`config.mk`:
```
export PLATFORM = sky130hd
export DESIGN_NAME = tick_stretch
export DESIGN_NICKNAME = d
export VERILOG_FILES = /design/src/rtl/tick_stretch_pkg.sv /design/src/rtl/tick_stretch_phase_timer.sv /design/src/rtl/tick_stretch.sv
export SDC_FILE = /design/constraint.sdc
export NUM_CORES = 1
export LEC_CHECK = 0
export CAP_MARGIN = 20
export CORE_MARGIN = 2
export CORE_UTILIZATION = 55
export CTS_BUF_LIST = sky130_fd_sc_hd__clkbuf_16
export CTS_CLUSTER_DIAMETER = 80
export DETAILED_ROUTE_END_ITERATION = 7
export DONT_BUFFER_PORTS = 1
export PLACE_DENSITY = 0.79
export SLEW_MARGIN = 20
export SYNTH_ARGS = -nofsm -noshare
export SYNTH_HDL_FRONTEND = slang
export SYNTH_SLANG_ARGS = --single-unit
export TNS_END_PERCENT = 100
```
`constraint.sdc`:
```
create_clock -name clk -period 2.2 [get_ports clk]
set_input_delay 0.44 -clock clk [delete_from_list [all_inputs] [get_ports clk]]
set_output_delay 0.44 -clock clk [all_outputs]
set_load 0.05 [all_outputs]
```
`src/rtl/tick_stretch_pkg.sv`:
```
// ---------------------------------------------------------------------------
// tick_stretch_pkg
// Shared definitions for the tick stretcher:
//   - state_t : control FSM encoding (IDLE / ON / GAP)
//   - DEFAULT_N  : default phase counter width (2^21 cycles ~ 40 ms at 50 MHz)
//   - DEFAULT_PW : default pending-tick counter width
// ---------------------------------------------------------------------------
package tick_stretch_pkg;

    localparam int DEFAULT_N  = 21;
    localparam int DEFAULT_PW = 3;

    typedef enum logic [1:0] {
        IDLE = 2'b00,
        ON   = 2'b01,
        GAP  = 2'b10
    } state_t;

endpackage

```
`src/rtl/tick_stretch_phase_timer.sv`:
```
// ---------------------------------------------------------------------------
// tick_stretch_phase_timer
// N-bit loadable down-counter that times one ON or GAP phase.
// Ports:
//   clk   - system clock, rising edge
//   reset - synchronous active-high reset, clears the count
//   load  - load the counter with all ones (start of a 2^N-cycle phase)
//   dec   - decrement by one; holds at zero, never wraps
//   zero  - high while the count is zero, i.e. the current cycle is the
//           last one of the phase and the next edge ends it
// ---------------------------------------------------------------------------
module tick_stretch_phase_timer
    import tick_stretch_pkg::*;
#(
    parameter int N = DEFAULT_N
) (
    input  logic clk,
    input  logic reset,
    input  logic load,
    input  logic dec,
    output logic zero
);

    logic [N-1:0] count;

    // Load takes priority over decrement; the zero guard keeps the count
    // from wrapping even if dec is held in the last cycle of a phase.
    always_ff @(posedge clk) begin
        if (reset) begin
            count <= '0;
        end else if (load) begin
            count <= '1;
        end else if (dec && (count != '0)) begin
            count <= count - N'(1);
        end
    end

    assign zero = (count == '0);

endmodule

```
`src/rtl/tick_stretch.sv`:
```
// ---------------------------------------------------------------------------
// tick_stretch
// Stretches single-cycle tick strobes into visible LED blinks: each blink is
// 2^N cycles on followed by an enforced 2^N-cycle off gap.
// Ports:
//   clk   - system clock, rising edge
//   reset - synchronous active-high reset; aborts a blink, clears the queue
//   tick  - single-cycle event strobe
//   led   - registered stretched pulse
//   busy  - high whenever the FSM is not IDLE
//   pend  - number of queued ticks still to be shown (PW bits)
//   drop  - one-cycle strobe when a tick is discarded
// Configuration:
//   TICK_STRETCH_QUEUE_EN - when defined, ticks arriving during a blink are
//   queued (saturating at 2^PW-1) and replayed as full blinks; when not
//   defined, such ticks are discarded and pend is tied to zero.
// ---------------------------------------------------------------------------
module tick_stretch
    import tick_stretch_pkg::*;
#(
    parameter int N  = DEFAULT_N,
    parameter int PW = DEFAULT_PW
) (
    input  logic          clk,
    input  logic          reset,
    input  logic          tick,
    output logic          led,
    output logic          busy,
    output logic [PW-1:0] pend,
    output logic          drop
);

    state_t state;
    logic   timer_load;
    logic   timer_dec;
    logic   timer_zero;
    logic   tick_busy;
    logic   replay;
    logic   drop_next;

    tick_stretch_phase_timer #(
        .N(N)
    ) u_phase_timer (
        .clk   (clk),
        .reset (reset),
        .load  (timer_load),
        .dec   (timer_dec),
        .zero  (timer_zero)
    );

    // A tick that lands while a blink is in progress (ON or GAP, including
    // the last GAP cycle) is never allowed to restart the running phase.
    assign tick_busy = tick && (state != IDLE);

`ifdef TICK_STRETCH_QUEUE_EN
    logic [PW-1:0] pend_q;
    logic          gap_end;

    assign gap_end = (state == GAP) && timer_zero;

    // A tick on the last GAP cycle counts as queued, so it also triggers a
    // replay even when the queue was empty.
    assign replay = (pend_q != '0) || tick;

    // At the end of a gap a simultaneous tick and replay cancel out, so the
    // tick can never be lost to saturation there.
    assign drop_next = tick_busy && !gap_end && (pend_q == '1);

    // Pending-tick counter: +1 per tick during a blink, -1 per replay,
    // unchanged when both happen on the same edge, saturating at all ones.
    always_ff @(posedge clk) begin
        if (reset) begin
            pend_q <= '0;
        end else if (gap_end && replay) begin
            if (!tick) begin
                pend_q <= pend_q - PW'(1);
            end
        end else if (tick_busy && (pend_q != '1)) begin
            pend_q <= pend_q + PW'(1);
        end
    end

    assign pend = pend_q;
`else
    assign replay    = 1'b0;
    assign drop_next = tick_busy;
    assign pend      = {PW{1'b0}};
`endif

    // Timer control: every phase starts with a load to all ones and counts
    // down to zero, giving exactly 2^N cycles per phase.
    always_comb begin
        timer_load = 1'b0;
        timer_dec  = 1'b0;
        case (state)
            IDLE: timer_load = tick;
            ON: begin
                if (timer_zero) begin
                    timer_load = 1'b1;
                end else begin
                    timer_dec = 1'b1;
                end
            end
            GAP: begin
                if (timer_zero) begin
                    timer_load = replay;
                end else begin
                    timer_dec = 1'b1;
                end
            end
            default: begin
                timer_load = 1'b0;
                timer_dec  = 1'b0;
            end
        endcase
    end

    // Control FSM with registered led and drop so both are glitch-free.
    // led follows the state being entered, so it rises one cycle after tick.
    always_ff @(posedge clk) begin
        if (reset) begin
            state <= IDLE;
            led   <= 1'b0;
            drop  <= 1'b0;
        end else begin
            drop <= drop_next;
            case (state)
                IDLE: begin
                    if (tick) begin
                        state <= ON;
                        led   <= 1'b1;
                    end
                end
                ON: begin
                    if (timer_zero) begin
                        state <= GAP;
                        led   <= 1'b0;
                    end
                end
                GAP: begin
                    if (timer_zero) begin
                        if (replay) begin
                            state <= ON;
                            led   <= 1'b1;
                        end else begin
                            state <= IDLE;
                        end
                    end
                end
                default: begin
                    state <= IDLE;
                    led   <= 1'b0;
                end
            endcase
        end
    end

    assign busy = (state != IDLE);

endmodule

```
==> results.cfg, run 1 <==
[cells_and_area]
fin_cells = 190
diodes = 0
drive_gt1_frac = 0.188
area_growth_pct = 13.8
fin_nets = 169

[worst_setup_path]
crit_path_end_kind = flop
cp.arrival_ns = 2.27
crit_required_ns = 2.38
criticalPathCategory = flop to flop
cp_max_fo = 5
startpoint_type = flop

[clocking]
cts_inserted_buffers = 3
post_cts_buffers = 0
cts_tree = built
htreeDepth = 1
cts-root-buf = clkbuf_16
clock-sinks = 25
holdBufCountCts = 0
cts_buffer_depth = 2
clkTransAtPathRegs_ns = 0.07
insertion_delay_ns = 0.26

[placement]
portBuffers = 0
place.gp.congestion = 0.813
dpl.cell_count = 186
dpl.hpwl_um = 2080

[timing]
period_share = 0.946
skew_ns = 0.00904
slew-limit-headroom = 0.651
rsz0062_at_grt = false
holdWs_ns = 0.241
worst_pin_slew_ns = 0.523
finalSetupTns_ns = 0
hold_violations = 0
drv_slew = 0
setup_viol = 0
fmax_mhz = 480
period_needed_ns = 2.08

[drt]
wl_um = 2930
vias = 1172
vias_per_cell = 6.17
drc = 0
antenna_left = 0
drt-pass1-iter-count = 4
drtIter0Drc = 16
wl_per_cell_um = 15.4

[power]
peakVddDrop_v = 0.000823
p_leak_nw = 0.545
total_power_mw = 1.64
powerDensity_nw_per_um2 = 1060

[yosys]
synth_area_leader_cell = dfxtp_1
syn_area_um2 = 1360
yosysUniqueCellTypes = 43
synth_cells = 153
synth_edf_count = 0
synthFlopType = dfxtp_1
synth.top_cells.by_count = 25 x dfxtp_1, 16 x a21oi_1, 11 x xor2_1
synthArstFlopShare = 0
synthTopCellsByArea = dfxtp_1 37%, xor2_1 7.1%, a21oi_1 5.9%, ha_1 4.6%, nor3_1 3.3%
synth-seq-cells = 25
syn_avg_cell_area_um2 = 8.88
ys_seq_area_frac = 0.368
yosysWarnings = 0
yosys.cell_count.top_type = dfxtp_1
netlist.area_leader.share = 0.368

[grt]
first_global_vias = 1102
grt_max_degree = 25
grt_first_pass_wirelength_um = 4860
grt_antenna_before_repair = 0
grtUsageTotal = 0.233
grt_overflow = 0

[floorplan]
initial_core_util = 0.564
die_area_um2 = 2880
core_um2 = 2410
chipWidth_um = 53.7
die_y_um = 53.7
io_pins = 9
rows = 18

[flow_run]
drv_cap = 0

[outcome]
status = finished, final reports clean

[min_path]
hold_class = primary input to flop
-- layer usage --
| layer | vias to the layer above | GRT usage | part of all wire |
|---|---|---|---|
| met4 | 0 | 0.0342 | 0.0079 |
| met1 | 576 | 0.280 | 0.45 |
| met5 | - | 0 | 0 |
| met3 | 4 | 0.0639 | 0.038 |
| met2 | 19 | 0.419 | 0.50 |
| li1 | 573 | - | - |
-- cells in the final DEF (no fill, tap or decap), types with 3 or more instances in the layout --
cell	n
nand2_1	7
a21oi_1	16
nor3_1	6
dfxtp_1	23
inv_1	9
a31oi_1	6
conb_1	3
ha_1	4
o211ai_1	4
xor2_1	11
clkbuf_16	3
nor3_2	3
o21ai_0	5
nor2_1	5
buf_4	9
o2111ai_1	4
-- cells by family after synthesis --
family,count (synthesis),share of synthesized area
XOR/XNOR,13,0.0838
adder cells (fa/ha/maj),5,0.0460
buffers and inverters,17,0.0552
AND/OR/NAND/NOR,44,0.212
AO/OA/AOI/OAI,45,0.208
other,1,0.00276
multiplexers,3,0.0239
flip-flops,25,0.368
-- layout make-up --
type                    count  area (µm²)
multi-input cells         113         822
fillers                   192         863
clock buffers               3        75.1
clock inverters             1        7.51
repair buffers              9        67.6
flip-flops and latches     25         503
well taps                  30        37.5
inverters                   9        33.8
-- metrics by stage --
| step | setup WS (ns) | instance area [µm²] | utilization |
|---|---|---|---|
| 5_1_grt | 0.0161 | 1550 | 0.642 |
| 3_3_place_gp | 0.0464 | 1430 | 0.593 |
| 3_5_place_dp | -0.0524 | 1430 | 0.593 |
| 2_1_floorplan | 0.162 | 1370 | - |
| 4_1_cts | 0.0220 | 1520 | 0.630 |
| 6_report | 0.118 | 1550 | 0.642 |
-- critical path, stage by stage (launching register included) --
cell and delay (ns):
dfxtp_2 0.35, inv_1 0.10, ha_4 0.28, or4b_4 0.46
buf_4 0.17, o21bai_1 0.17, or3_1 0.32, a31oi_1 0.16
-- power by group --
part | total [mW] | internal (mW) | switching (mW)
clock network | 0.407 | 0.247 | 0.161
registers | 0.674 | 0.549 | 0.125
logic | 0.560 | 0.243 | 0.317
total | 1.64 | 1.04 | 0.602
-- registers in the layout (all words and copies together) (netlist names) --
register and flops:
drop 1, led 1, state 2, u_phase_timer.count 21
-- what timing repair did --
action                     in CTS  in global routing
gates cloned                    0                  0
setup endpoints to repair       3                  7
gates resized for setup         1                  6
-- final timing paths --
kind	cells after the start	end	slack, ns	start
min reg2reg	2	state[1]	0.48	state[1]
max reg2reg	7	u_phase_timer.count[5]	0.12	state[0]
max	7	u_phase_timer.count[5]	0.12	state[0]
min	1	u_phase_timer.count[8]	0.24	reset
No activity file was read; power rests on OpenSTA's default activity.
==> inputs of run 2 (changes only) <==
Settings changed: CORE_MARGIN 2 to default.
==> run 2 against run 1 <==
Net effect:
- first-iteration DRC count is 110% higher
- register-to-register slack worse by 0.05 ns
- clock skew is 0.0074 ns lower
- largest cell class unchanged
==> results.cfg, run 2 (same netlist as run 1, synthesis figures left out) <==
[outcome]
status = finished, final reports clean

[worst_setup_path]
r2r_end = led
crit_path_end_kind = flop
cp_max_fo = 6
r2r-start = u_phase_timer.count[3]
cp.arrival_ns = 2.31
reg2regPathDepth = 6
crit_required_ns = 2.37
startpoint_type = flop
r2r_slack_ns = 0.06
criticalPathCategory = flop to flop
cpMaxStageDelayCell = or4_4
path_cells = or4_4 > nand4bb_2 > buf_4 > o21ai_1 > a31oi_1 > a311oi_1
slowest_delay_ns = 0.60

[cells_and_area]
fill_cells = 169
fin_cells = 187
diodes = 0
mostFrequentLayoutCell = dfxtp_1
top_regs = u_phase_timer.count (21), state (2)
layout_common_cells = 24 x dfxtp_1, 16 x a21oi_1, 11 x xor2_1, 9 x inv_1, 8 x buf_4
largest_register_ffs = 21
area_growth_pct = 13.4
drive_gt1_frac = 0.182
fin_nets = 168
regMostFlops = u_phase_timer.count

[floorplan]
die_y_um = 51.7
initial_core_util = 0.597
io_pins = 9
core_um2 = 2280
die_area_um2 = 2670
rows = 17
chipWidth_um = 51.7

[drt]
wl_um = 3000
vias_per_cell = 6.28
drc = 0
drtIter0Drc = 34
wl_per_cell_um = 16.1
drt-pass1-iter-count = 4
antenna_left = 0
vias = 1175

[power]
switching_share = 0.372
clkPwrFrac = 0.252
p_sw_mw = 0.614
p_leak_nw = 0.542
internal-power_mw = 1.04
power_frac_comb = 0.337
peakVddDrop_v = 0.000570
powerDensity_nw_per_um2 = 1070
pwr-share-seq = 0.411

[grt]
grt_first_pass_wirelength_um = 4840
first_global_vias = 1094
grt_antenna_before_repair = 0
grt_max_degree = 25
grtUsageTotal = 0.242
grt_overflow = 0

[clocking]
cts_buffer_depth = 2
holdBufCountCts = 0
cts-root-buf = clkbuf_16
clkTransAtPathRegs_ns = 0.07
cts_resized = 2
cts_tree = built
insertion_delay_ns = 0.26
post_cts_buffers = 0
clock-sinks = 25
cts_inserted_buffers = 3
htreeDepth = 1

[placement]
dpl.hpwl_um = 1890
portBuffers = 0
dpl.cell_count = 183
place.gp.congestion = 0.756

[min_path]
hold_class = primary input to flop
hold-path-cell-count = 1
hold_path_startpoint = reset
whs_endpoint = u_phase_timer.count[8]

[timing]
skew_ns = 0.00167
period_needed_ns = 2.14
slew-limit-headroom = 0.666
drv_slew = 0
setup_viol = 0
fmax_mhz = 468
holdWs_ns = 0.237
hold_violations = 0
worst_pin_slew_ns = 0.501
rsz0062_at_grt = false
period_share = 0.971

[flow_run]
drv_cap = 0
[run 2: worst max-delay path, delay by kind of cell (launching register included)]
family                 cells  cell delay (ns)
AOI/OAI and AO/OA          3             0.54
buffers and inverters      1             0.21
and+or+nand+nor            2             0.95
DFF                        1             0.34
[run 2: layer usage]
metal / global-route usage / vias up / share of wire
met5: 0 / - / 0
met4: 0.104 / 0 / 0.013
met3: 0.0468 / 5 / 0.031
met2: 0.433 / 25 / 0.50
met1: 0.276 / 573 / 0.45
li1: - / 572 / -
[run 2: power by group through the flow]
stage                     combinational [mW]  sequential [mW]  clock, mW
final                                  0.557            0.678      0.416
after global routing                   0.618            0.689      0.438
after CTS                              0.528            0.669      0.415
after detailed placement               0.514            0.676          0
after global placement                 0.497            0.672          0
after floorplan                        0.423            0.655          0
[run 2: worst max path at each step]
stage / start / to / slack [ns] / cells after the start
after global routing: u_phase_timer.count[3] / u_phase_timer.count[1] / 0.01 / 5
after global placement: state[0] / u_phase_timer.count[15] / 0.06 / 7
final: u_phase_timer.count[3] / led / 0.06 / 6
after CTS: state[0] / u_phase_timer.count[5] / 0.03 / 7
after floorplan: state[0] / u_phase_timer.count[15] / 0.16 / 7
after detailed placement: state[0] / u_phase_timer.count[15] / -0.01 / 7
[run 2: per-stage QoR]
| step | utilization | setup TNS, ns | total power, mW | cell area (µm²) | setup slack (ns) |
|---|---|---|---|---|---|
| 2_1_floorplan | - | 0 | 1.08 | 1370 | 0.162 |
| 3_3_place_gp | 0.624 | 0 | 1.17 | 1420 | 0.0592 |
| 3_5_place_dp | 0.624 | -0.0165 | 1.19 | 1420 | -0.0102 |
| 4_1_cts | 0.665 | 0 | 1.61 | 1510 | 0.0335 |
| 5_1_grt | 0.677 | 0 | 1.75 | 1540 | 0.0147 |
| 6_report | 0.677 | 0 | 1.65 | 1540 | 0.0644 |
[run 2: final cells by class]
cell class                      instances  area [µm²]  share of cell area
Tap cell                               28        35.0              0.0227
Inverter                                9        33.8              0.0219
Clock inverter                          1        7.51             0.00487
Sequential cell                        25         502               0.325
Clock buffer                            3        75.1              0.0487
Multi-Input combinational cell        113         828               0.537
Timing Repair Buffer                    8        60.1              0.0390
==> inputs of run 3 (changes only) <==
Settings changed: ABC_AREA from default to 1.
==> run 3 against run 2 <==
Net effect:
- sequential share of layout area decreased by 4.1 points
- synthesized area up 24%
- first-iteration DRC count increased to 4.0 times the previous value
- sequential power grew 32%
- design area is 14% higher
- global-route usage down 0.66 points
- setup slack improved by 0.16 ns
- critical path type unchanged
- largest cell class unchanged
- highest routed layer unchanged
==> results.cfg, run 3 <==
[power]
peakVddDrop_v = 0.00104
powerDensity_nw_per_um2 = 1760
p_leak_nw = 0.833
total_power_mw = 3.09

[min_path]
hold_class = primary input to flop
hold-path-cell-count = 1

[timing]
holdWs_ns = 0.240
rsz0062_at_grt = false
setup_viol = 0
finalSetupTns_ns = 0
hold_violations = 0
period_needed_ns = 1.97
slew-limit-headroom = 0.661
skew_ns = 0.00289
fmax_mhz = 507
drv_slew = 0
period_share = 0.897
worst_pin_slew_ns = 0.507

[yosys]
ys_seq_area_frac = 0.296
synth_top_family_by_area = simple AND/OR/NAND/NOR gates
synth-seq-cells = 25
synthSimpleGateAreaFrac = 0.442
netlist.area_leader.share = 0.296
syn_avg_cell_area_um2 = 6.33
synthFlopType = dfxtp_1
synth_cells = 267
yosysWarnings = 0
synth_compound_area_frac = 0.0992
syn_area_um2 = 1690
synthArstFlopShare = 0
synth.mux.area_fraction = 0
yosysUniqueCellTypes = 26
synthAdderAreaFrac = 0.0370
yosys.cell_count.top_type = nand2_1
synth.top_cells.by_count = 68 x nand2_1, 36 x nor2_1, 33 x inv_1
yosys.area_share.xor_xnor = 0.00518
synth_area_leader_cell = dfxtp_1
synth_edf_count = 0
synthTopCellsByArea = dfxtp_1 30%, nand2_1 15%, nand3_1 8.9%, nor2_1 8.0%, a21oi_1 7.4%

[floorplan]
io_pins = 9
rows = 19
chipWidth_um = 57.4
die_y_um = 57.4
core_um2 = 2830
initial_core_util = 0.598
die_area_um2 = 3300

[grt]
grt_overflow = 0
grtUsageTotal = 0.235
grt_antenna_before_repair = 0
first_global_vias = 1399
grt_first_pass_wirelength_um = 6030
grt_max_degree = 23

[worst_setup_path]
startpoint_type = flop
cp_max_fo = 22
reg2regPathDepth = 11
criticalPathCategory = flop to flop
crit_path_end_kind = flop
crit_required_ns = 2.36
cp.arrival_ns = 2.14

[clocking]
holdBufCountCts = 0
clkTransAtPathRegs_ns = 0.06
insertion_delay_ns = 0.26
cts_tree = built
cts_inserted_buffers = 3
cts_resized = 0
clock-sinks = 25
cts-root-buf = clkbuf_16
htreeDepth = 1
cts_buffer_depth = 2
post_cts_buffers = 0

[drt]
drtIter0Drc = 136
drt-pass1-iter-count = 4
antenna_left = 0
drc = 0
wl_per_cell_um = 12.4
wl_um = 3670
vias = 1590
vias_per_cell = 5.37

[cells_and_area]
mostFrequentLayoutCell = nand2_1
drive_gt1_frac = 0.0717
design_area_um2 = 1760
top_regs = u_phase_timer.count (21), state (2)
layout_common_cells = 68 x nand2_1, 36 x nor2_1, 33 x inv_1, 30 x nand3_1
area_growth_pct = 4.07
diodes = 0
regMostFlops = u_phase_timer.count
largest_register_ffs = 21
fin_nets = 274

[placement]
dpl.hpwl_um = 2630
place.gp.congestion = 0.880
place_area_um2 = 1680
portBuffers = 0

[outcome]
status = finished, final reports clean

[flow_run]
drv_cap = 0
==> run 3: cells by family (layout without fill, tap and decap cells) <==
family | count (synthesis) | count (layout)
flip-flops | 25 | 25
AO/OA/AOI/OAI | 32 | 32
XOR/XNOR | 1 | 1
buffers and inverters | 44 | 40
other | 1 | 3
adder cells (fa/ha/maj) | 5 | 5
AND/OR/NAND/NOR | 159 | 159
==> run 3: final cells by class <==
| class | instances | area [µm²] |
|---|---|---|
| multi-input combinational | 200 | 997 |
| clock buffer | 3 | 75.1 |
| timing repair buffer | 2 | 15.0 |
| clock inverter | 1 | 5.00 |
| inverter | 34 | 128 |
| sequential | 25 | 500 |
| fill | 260 | 1070 |
| tap | 31 | 38.8 |
==> run 3: final timing paths <==
| check | from | to | slack, ns |
|---|---|---|---|
| worst min-delay path | reset | u_phase_timer.count[11] | 0.24 |
| worst max register to register | u_phase_timer.count[0] | u_phase_timer.count[2] | 0.23 |
| worst max-delay path | u_phase_timer.count[0] | u_phase_timer.count[2] | 0.23 |
| worst min register to register | u_phase_timer.count[19] | u_phase_timer.count[19] | 0.51 |
==> run 3: per-stage QoR <==
step,setup slack (ns),instances,utilization
2_1_floorplan,0.471,269,-
3_3_place_gp,0.308,292,0.594
3_5_place_dp,0.260,292,0.594
4_1_cts,0.243,296,0.622
5_1_grt,0.0298,296,0.622
6_report,0.228,296,0.622
==> run 3: per-layer routing <==
metal / track usage / routed length [µm] / share of wire / up-vias
li1: - / - / - / 844
met1: 0.291 / 1680 / 0.46 / 693
met2: 0.394 / 1690 / 0.46 / 45
met3: 0.0612 / 253 / 0.069 / 8
met4: 0.0836 / 51 / 0.014 / 0
met5: 0 / 0 / 0 / -
==> run 3: where the power goes <==
part           total, mW  internal [mW]  switching (mW)
sequential         0.893          0.643           0.249
combinational       1.79          0.571            1.22
clock              0.410          0.245           0.165
==> run 3: worst max-delay path, cell delays in order (launching register included) <==
cell and delay, ns:
dfxtp_1 0.33, inv_1 0.14, ha_1 0.32, nand2_4 0.10, nor2_4 0.18, nand3_4 0.16, nand2_4 0.16, inv_2 0.17
nand3_1 0.11, nand3_1 0.08, nand2_1 0.08, inv_1 0.04
